File: config.mk
export PLATFORM = sky130hd
export DESIGN_NAME = pc_sequencer
export DESIGN_NICKNAME = d
export VERILOG_FILES = /design/src/rtl/pc_sequencer.sv
export SDC_FILE = /design/constraint.sdc
export NUM_CORES = 1
export LEC_CHECK = 0
export ABC_AREA = 0
export BUFFER_PORTS_ARGS = -buffer_cell sky130_fd_sc_hd__buf_2
export CAP_MARGIN = 10
export CELL_PAD_IN_SITES_DETAIL_PLACEMENT = 1
export CELL_PAD_IN_SITES_GLOBAL_PLACEMENT = 1
export CORE_ASPECT_RATIO = 0.8
export CORE_MARGIN = 8
export CORE_UTILIZATION = 42
export DETAILED_ROUTE_END_ITERATION = 12
export GPL_ROUTABILITY_DRIVEN = 0
export PLACE_DENSITY = 0.91
export SLEW_MARGIN = 20
export SYNTH_ARGS = -nofsm -noshare
export SYNTH_HDL_FRONTEND = slang
export SYNTH_SLANG_ARGS = --single-unit
File: constraint.sdc
create_clock -name clk -period 6 [get_ports clk]
set_input_delay 0.6 -clock clk [delete_from_list [all_inputs] [get_ports clk]]
set_output_delay 0.6 -clock clk [all_outputs]
set_load 0.05 [all_outputs]
File: src/rtl/pc_sequencer.sv
// Next-PC controller: owns the program counter, arbitrates redirects by fixed priority
// and issues fetch addresses to instruction memory over a req/ready handshake.
module pc_sequencer #(
    parameter logic [31:0] RESET_VEC = 32'h0000_0000,
    parameter logic [31:0] EXC_VEC   = 32'h8000_0180
) (
    input  logic        clk,
    input  logic        rst_n,
    input  logic        stall,
    input  logic        exc_valid,
    input  logic        br_valid,
    input  logic [31:0] br_target,
    input  logic        jmp_valid,
    input  logic [31:0] jmp_target,
    input  logic        imem_ready,
    output logic        imem_req,
    output logic [31:0] imem_addr,
    output logic [31:0] pc_plus4,
    output logic        fetch_valid,
    output logic        fetch_squash,
    output logic [31:0] fetch_pc,
    output logic        align_err
);

    typedef enum logic [1:0] {
        S_BOOT = 2'd0,
        S_RUN  = 2'd1,
        S_IDLE = 2'd2
    } state_t;

    localparam logic [1:0] PRI_NONE = 2'd0;
    localparam logic [1:0] PRI_JMP  = 2'd1;
    localparam logic [1:0] PRI_BR   = 2'd2;
    localparam logic [1:0] PRI_EXC  = 2'd3;

    state_t      state_q, state_d;
    logic [31:0] pc_q, pc_d;
    logic        pend_vld_q, pend_vld_d;
    logic [31:0] pend_tgt_q, pend_tgt_d;
    logic [1:0]  pend_pri_q, pend_pri_d;
    logic        fetch_valid_q, fetch_valid_d;
    logic        fetch_squash_q, fetch_squash_d;
    logic [31:0] fetch_pc_q, fetch_pc_d;
    logic        align_err_q, align_err_d;

    logic        redir_vld;
    logic [31:0] redir_raw;
    logic [31:0] redir_tgt;
    logic [1:0]  redir_pri;
    logic        redir_wins;
    logic        accept;

    // Fixed-priority redirect select; targets are word-aligned by dropping the low bits.
    always_comb begin
        redir_vld = exc_valid | br_valid | jmp_valid;
        redir_raw = 32'h0;
        redir_pri = PRI_NONE;
        if (exc_valid) begin
            redir_raw = EXC_VEC;
            redir_pri = PRI_EXC;
        end else if (br_valid) begin
            redir_raw = br_target;
            redir_pri = PRI_BR;
        end else if (jmp_valid) begin
            redir_raw = jmp_target;
            redir_pri = PRI_JMP;
        end
        redir_tgt  = {redir_raw[31:2], 2'b00};
        // A fresh redirect displaces a buffered one only at equal or higher priority.
        redir_wins = redir_vld && (!pend_vld_q || (redir_pri >= pend_pri_q));
    end

    assign imem_req     = (state_q == S_RUN);
    assign accept       = imem_req & imem_ready;
    assign imem_addr    = pc_q;
    assign pc_plus4     = pc_q + 32'd4;
    assign fetch_valid  = fetch_valid_q;
    assign fetch_squash = fetch_squash_q;
    assign fetch_pc     = fetch_pc_q;
    assign align_err    = align_err_q;

    always_comb begin
        state_d        = state_q;
        pc_d           = pc_q;
        pend_vld_d     = pend_vld_q;
        pend_tgt_d     = pend_tgt_q;
        pend_pri_d     = pend_pri_q;
        fetch_valid_d  = 1'b0;
        fetch_squash_d = 1'b0;
        fetch_pc_d     = fetch_pc_q;
        align_err_d    = redir_vld && (redir_raw[1:0] != 2'b00);

        case (state_q)
            S_RUN: begin
                if (accept) begin
                    fetch_pc_d = pc_q;
                    pend_vld_d = 1'b0;
                    if (redir_wins) begin
                        pc_d           = redir_tgt;
                        fetch_squash_d = 1'b1;
                    end else if (pend_vld_q) begin
                        pc_d           = pend_tgt_q;
                        fetch_squash_d = 1'b1;
                    end else begin
                        pc_d          = pc_plus4;
                        fetch_valid_d = 1'b1;
                    end
                    state_d = stall ? S_IDLE : S_RUN;
                end else if (redir_wins) begin
                    // Address must not move mid-handshake, so park the redirect.
                    pend_vld_d = 1'b1;
                    pend_tgt_d = redir_tgt;
                    pend_pri_d = redir_pri;
                end
            end
            default: begin
                if (redir_vld) begin
                    pc_d       = redir_tgt;
                    pend_vld_d = 1'b0;
                end
                state_d = stall ? S_IDLE : S_RUN;
            end
        endcase
    end

    always_ff @(posedge clk or negedge rst_n) begin
        if (!rst_n) begin
            state_q        <= S_BOOT;
            pc_q           <= RESET_VEC;
            pend_vld_q     <= 1'b0;
            pend_tgt_q     <= 32'h0;
            pend_pri_q     <= PRI_NONE;
            fetch_valid_q  <= 1'b0;
            fetch_squash_q <= 1'b0;
            fetch_pc_q     <= 32'h0;
            align_err_q    <= 1'b0;
        end else begin
            state_q        <= state_d;
            pc_q           <= pc_d;
            pend_vld_q     <= pend_vld_d;
            pend_tgt_q     <= pend_tgt_d;
            pend_pri_q     <= pend_pri_d;
            fetch_valid_q  <= fetch_valid_d;
            fetch_squash_q <= fetch_squash_d;
            fetch_pc_q     <= fetch_pc_d;
            align_err_q    <= align_err_d;
        end
    end

endmodule

==> impl_metrics.env <==
export IMPL_worstPathMaxFanout=36
export IMPL_regArea_mm2=0.00245
export IMPL_finalWorstSetupSlack_ns=2.36
export IMPL_cts_sinks=98
export IMPL_cp_required_ns=6.23
export IMPL_synth_cell_types=63
export IMPL_clkSlewWorstSetupHoldPaths_ns=0.07
export IMPL_leakagePower_nw=3.19
export IMPL_crit_start="br_valid"
export IMPL_synth_seq_cells=98
export IMPL_start_util=0.427
export IMPL_drive_above_1_share=0.358
export IMPL_hpwl_um=13700
export IMPL_placedInstanceArea_mm2=0.00632
export IMPL_fin_area_mm2=0.00658
export IMPL_fin_cells=874
export IMPL_reg2reg_from="pend_pri_q[0]$_DFFE_PN0P_"
export IMPL_drc=0
export IMPL_vias_per_cell=5.54
export IMPL_yosysSeqAreaShare=0.451
export IMPL_area_delta_synth_final_pct=21.0
export IMPL_fin_crit_sh=0.606
export IMPL_ctsHtreeMaxLevel=3
export IMPL_syn_cell_area_mm2=0.00544
export IMPL_cts_tree="done"
export IMPL_post_cts_setup_buffer_count=0
export IMPL_core_area_mm2=0.0127
export IMPL_clock_skew_ns=0.00820
export IMPL_grt_max_degree=51
export IMPL_die_y_um=118
export IMPL_relSlewSlack=0.291
export IMPL_end_kind="register"
export IMPL_timing_critical_path_mode_cell="nor2_1"
export IMPL_reg2reg_to="imem_addr[24]$_DFFE_PN0P_"
export IMPL_ys_warn_count=0
export IMPL_io_pins=171
export IMPL_report_final_hold_viol_count=0
export IMPL_synth_edf_count=0
export IMPL_dp_slack_ns=2.10
export IMPL_ys_flop_type="dfrtp_1"
export IMPL_num_vias=4846
export IMPL_worst_pin_slew_ns=1.06
export IMPL_grt_pass1_vias=5498
export IMPL_dp_cells=859
export IMPL_crit_chain="buf_2 > nor2b_2 > nor2_1 > ha_1 > nand2b_1 > a21oi_1 > o21a_1 > nor2_1 > a22o_1 > a211o_1"
export IMPL_async_reset_ff_frac=1.00
export IMPL_r2r_setup_slack_ns=3.07
export IMPL_ant_nets=0
export IMPL_hold_class="input port to async pin"
export IMPL_max_cap_violations=0
export IMPL_cts_resized=0
export IMPL_ir_drop_mv=0.225
export IMPL_insertedDiodeCount=0
export IMPL_critPathMaxStageDelay_ns=0.68
export IMPL_final_setup_tns_ns=0
export IMPL_fillers=1504
export IMPL_synth_cells=547
export IMPL_final_min_clock_period_ns=3.64
export IMPL_nNetsFinal=769
export IMPL_rows=37
export IMPL_clock_path_buffers=2
export IMPL_drt_iter0_drc=230
export IMPL_drtPass1Iterations=4
export IMPL_routedWlPerCell_um=21.2
export IMPL_numCtsBuffers=9
export IMPL_clk_latency_ns=0.34
export IMPL_syn_avg_cell_area_um2=9.94
export IMPL_power_density_mw_per_mm2=329
export IMPL_path_class="input port to register"
export IMPL_cp_start_kind="input port"
export IMPL_arrival_ns=3.87
export IMPL_cpMaxStageDelayCell="o21a_1"
export IMPL_die_area_mm2=0.0169
export IMPL_slew_violations=0
export IMPL_r2r_cells=7
export IMPL_grt_pass1_wl_um=29800
export IMPL_fp_dieW_um=143
export IMPL_rsz0062_at_grt="false"
export IMPL_grt_use_total=0.223
export IMPL_grt_ovfl_total=0
export IMPL_cts_root_buf="clkbuf_16"
export IMPL_setup_viol=0
export IMPL_crit_end="imem_addr[24]$_DFFE_PN0P_"
export IMPL_outcome="complete, no violations"
export IMPL_portBuffers=164
export IMPL_fmax_ghz=0.275
export IMPL_ctsHoldBuffers=0
export IMPL_antenna_found_initial=1
export IMPL_finish_utilization=0.516
export IMPL_multi_input_area_mm2=0.00271
export IMPL_wirelength_um=18500
layout make-up:
class	count	area share
Inverter	19	0.0108
Clock inverter	4	0.00304
Timing Repair Buffer	170	0.132
Clock buffer	11	0.0354
Sequential cell	98	0.373
Tap cell	175	0.0333
Multi-Input combinational cell	397	0.412
sequential cells by signal (all words and copies together) (netlist names):
register / flops
pend_pri_q: 2
fetch_pc: 30
state_q: 2
align_err: 1
fetch_squash: 1
pend_tgt_q: 30
pend_vld_q: 1
fetch_valid: 1
imem_addr: 30
synth_stat cells, types with 3 or more instances:
master	number	area, um2
dfrtp_1	98	2450
nor2_1	61	229
nand2_1	47	176
mux2_2	44	495
a22oi_1	31	233
o21ai_0	28	140
a21oi_1	25	125
inv_1	18	67.6
xnor2_1	17	149
nand3_1	16	80.1
clkbuf_1	14	52.6
mux2i_1	13	130
xor2_1	11	96.3
buf_2	8	40.0
buf_4	7	52.6
nand4_1	7	43.8
and3_1	6	37.5
nand2b_1	6	37.5
a211o_1	5	43.8
a221oi_1	5	43.8
a22o_1	5	43.8
clkbuf_8	4	55.1
nand3b_1	4	30.0
nor3_1	4	20.0
nor3_2	4	40.0
buf_1	3	11.3
ha_1	3	37.5
nor2b_1	3	18.8
nor4_1	3	18.8
o211ai_1	3	22.5
o21a_1	3	22.5
o21ai_1	3	15.0
o2bb2ai_1	3	26.3
or2_2	3	18.8
logic make-up (layout without fill, tap and decap cells):
family,after synthesis,in the layout,synth area share
AO/OA/AOI/OAI,123,123,0.153
XOR/XNOR,28,28,0.0451
adder cells (fa/ha/maj),3,3,0.00691
buffers and inverters,57,204,0.0550
flip-flops,98,98,0.451
multiplexers,57,57,0.115
other,1,6,0.000690
AND/OR/NAND/NOR,180,180,0.173
critical path, delay by kind of cell:
kind                     cells  cell delay (ns)
AO/OA/AOI/OAI                4             1.58
buffers and inverters        1             0.59
AND/OR/NAND/NOR              4             0.82
adder cells (fa/ha/maj)      1             0.26
metal layers:
| metal | GRT usage | wire length [um] | up-vias |
|---|---|---|---|
| li1 | - | - | 2223 |
| met1 | 0.277 | 7650 | 2404 |
| met2 | 0.367 | 8910 | 194 |
| met3 | 0.0653 | 1620 | 23 |
| met4 | 0.0616 | 342 | 2 |
| met5 | 0 | 13 | - |
cells in the final DEF, fill, tap and decap left out, types with 4 or more instances in the layout:
cell type,synthesis,final
a211o_1,5,5
a21oi_1,25,25
a221oi_1,5,5
a22o_1,5,5
a22oi_1,31,31
and3_1,6,6
buf_2,8,163
buf_4,7,7
clkbuf_16,0,9
clkinv_2,0,4
conb_1,1,6
dfrtp_1,98,98
inv_1,18,18
mux2_2,44,44
mux2i_1,13,13
nand2_1,47,46
nand2b_1,6,6
nand3_1,16,16
nand3b_1,4,4
nand4_1,7,7
nor2_1,61,61
nor3_1,4,4
nor3_2,4,4
o21ai_0,28,28
xnor2_1,17,17
xor2_1,11,11
where the power goes:
part | internal, W | switching [W] | total, W
sequential | 0.000771 | 0.0000959 | 0.000867
clock | 0.000276 | 0.000242 | 0.000518
combinational | 0.000209 | 0.000570 | 0.000779
total | 0.00126 | 0.000908 | 0.00216
metrics by stage:
step / hold slack (ns) / total power, W
floorplan: 0.304 / 0.00144
global placement: 0.459 / 0.00162
detailed placement: 0.474 / 0.00166
CTS: 0.310 / 0.00218
global route: 0.336 / 0.00227
finish: 0.290 / 0.00216
worst min path at each step:
stage / end / slack [ns]
5_1_grt: pend_tgt_q[21]$_DFFE_PN0P_ / 0.34
2_1_floorplan: align_err$_DFF_PN0_ / 0.30
6_report: pend_tgt_q[21]$_DFFE_PN0P_ / 0.29
3_3_place_gp: fetch_pc[2]$_DFFE_PN0P_ / 0.46
4_1_cts: pend_tgt_q[21]$_DFFE_PN0P_ / 0.31
3_5_place_dp: fetch_pc[2]$_DFFE_PN0P_ / 0.47
Note: power is estimated with default switching activity, not from simulation.
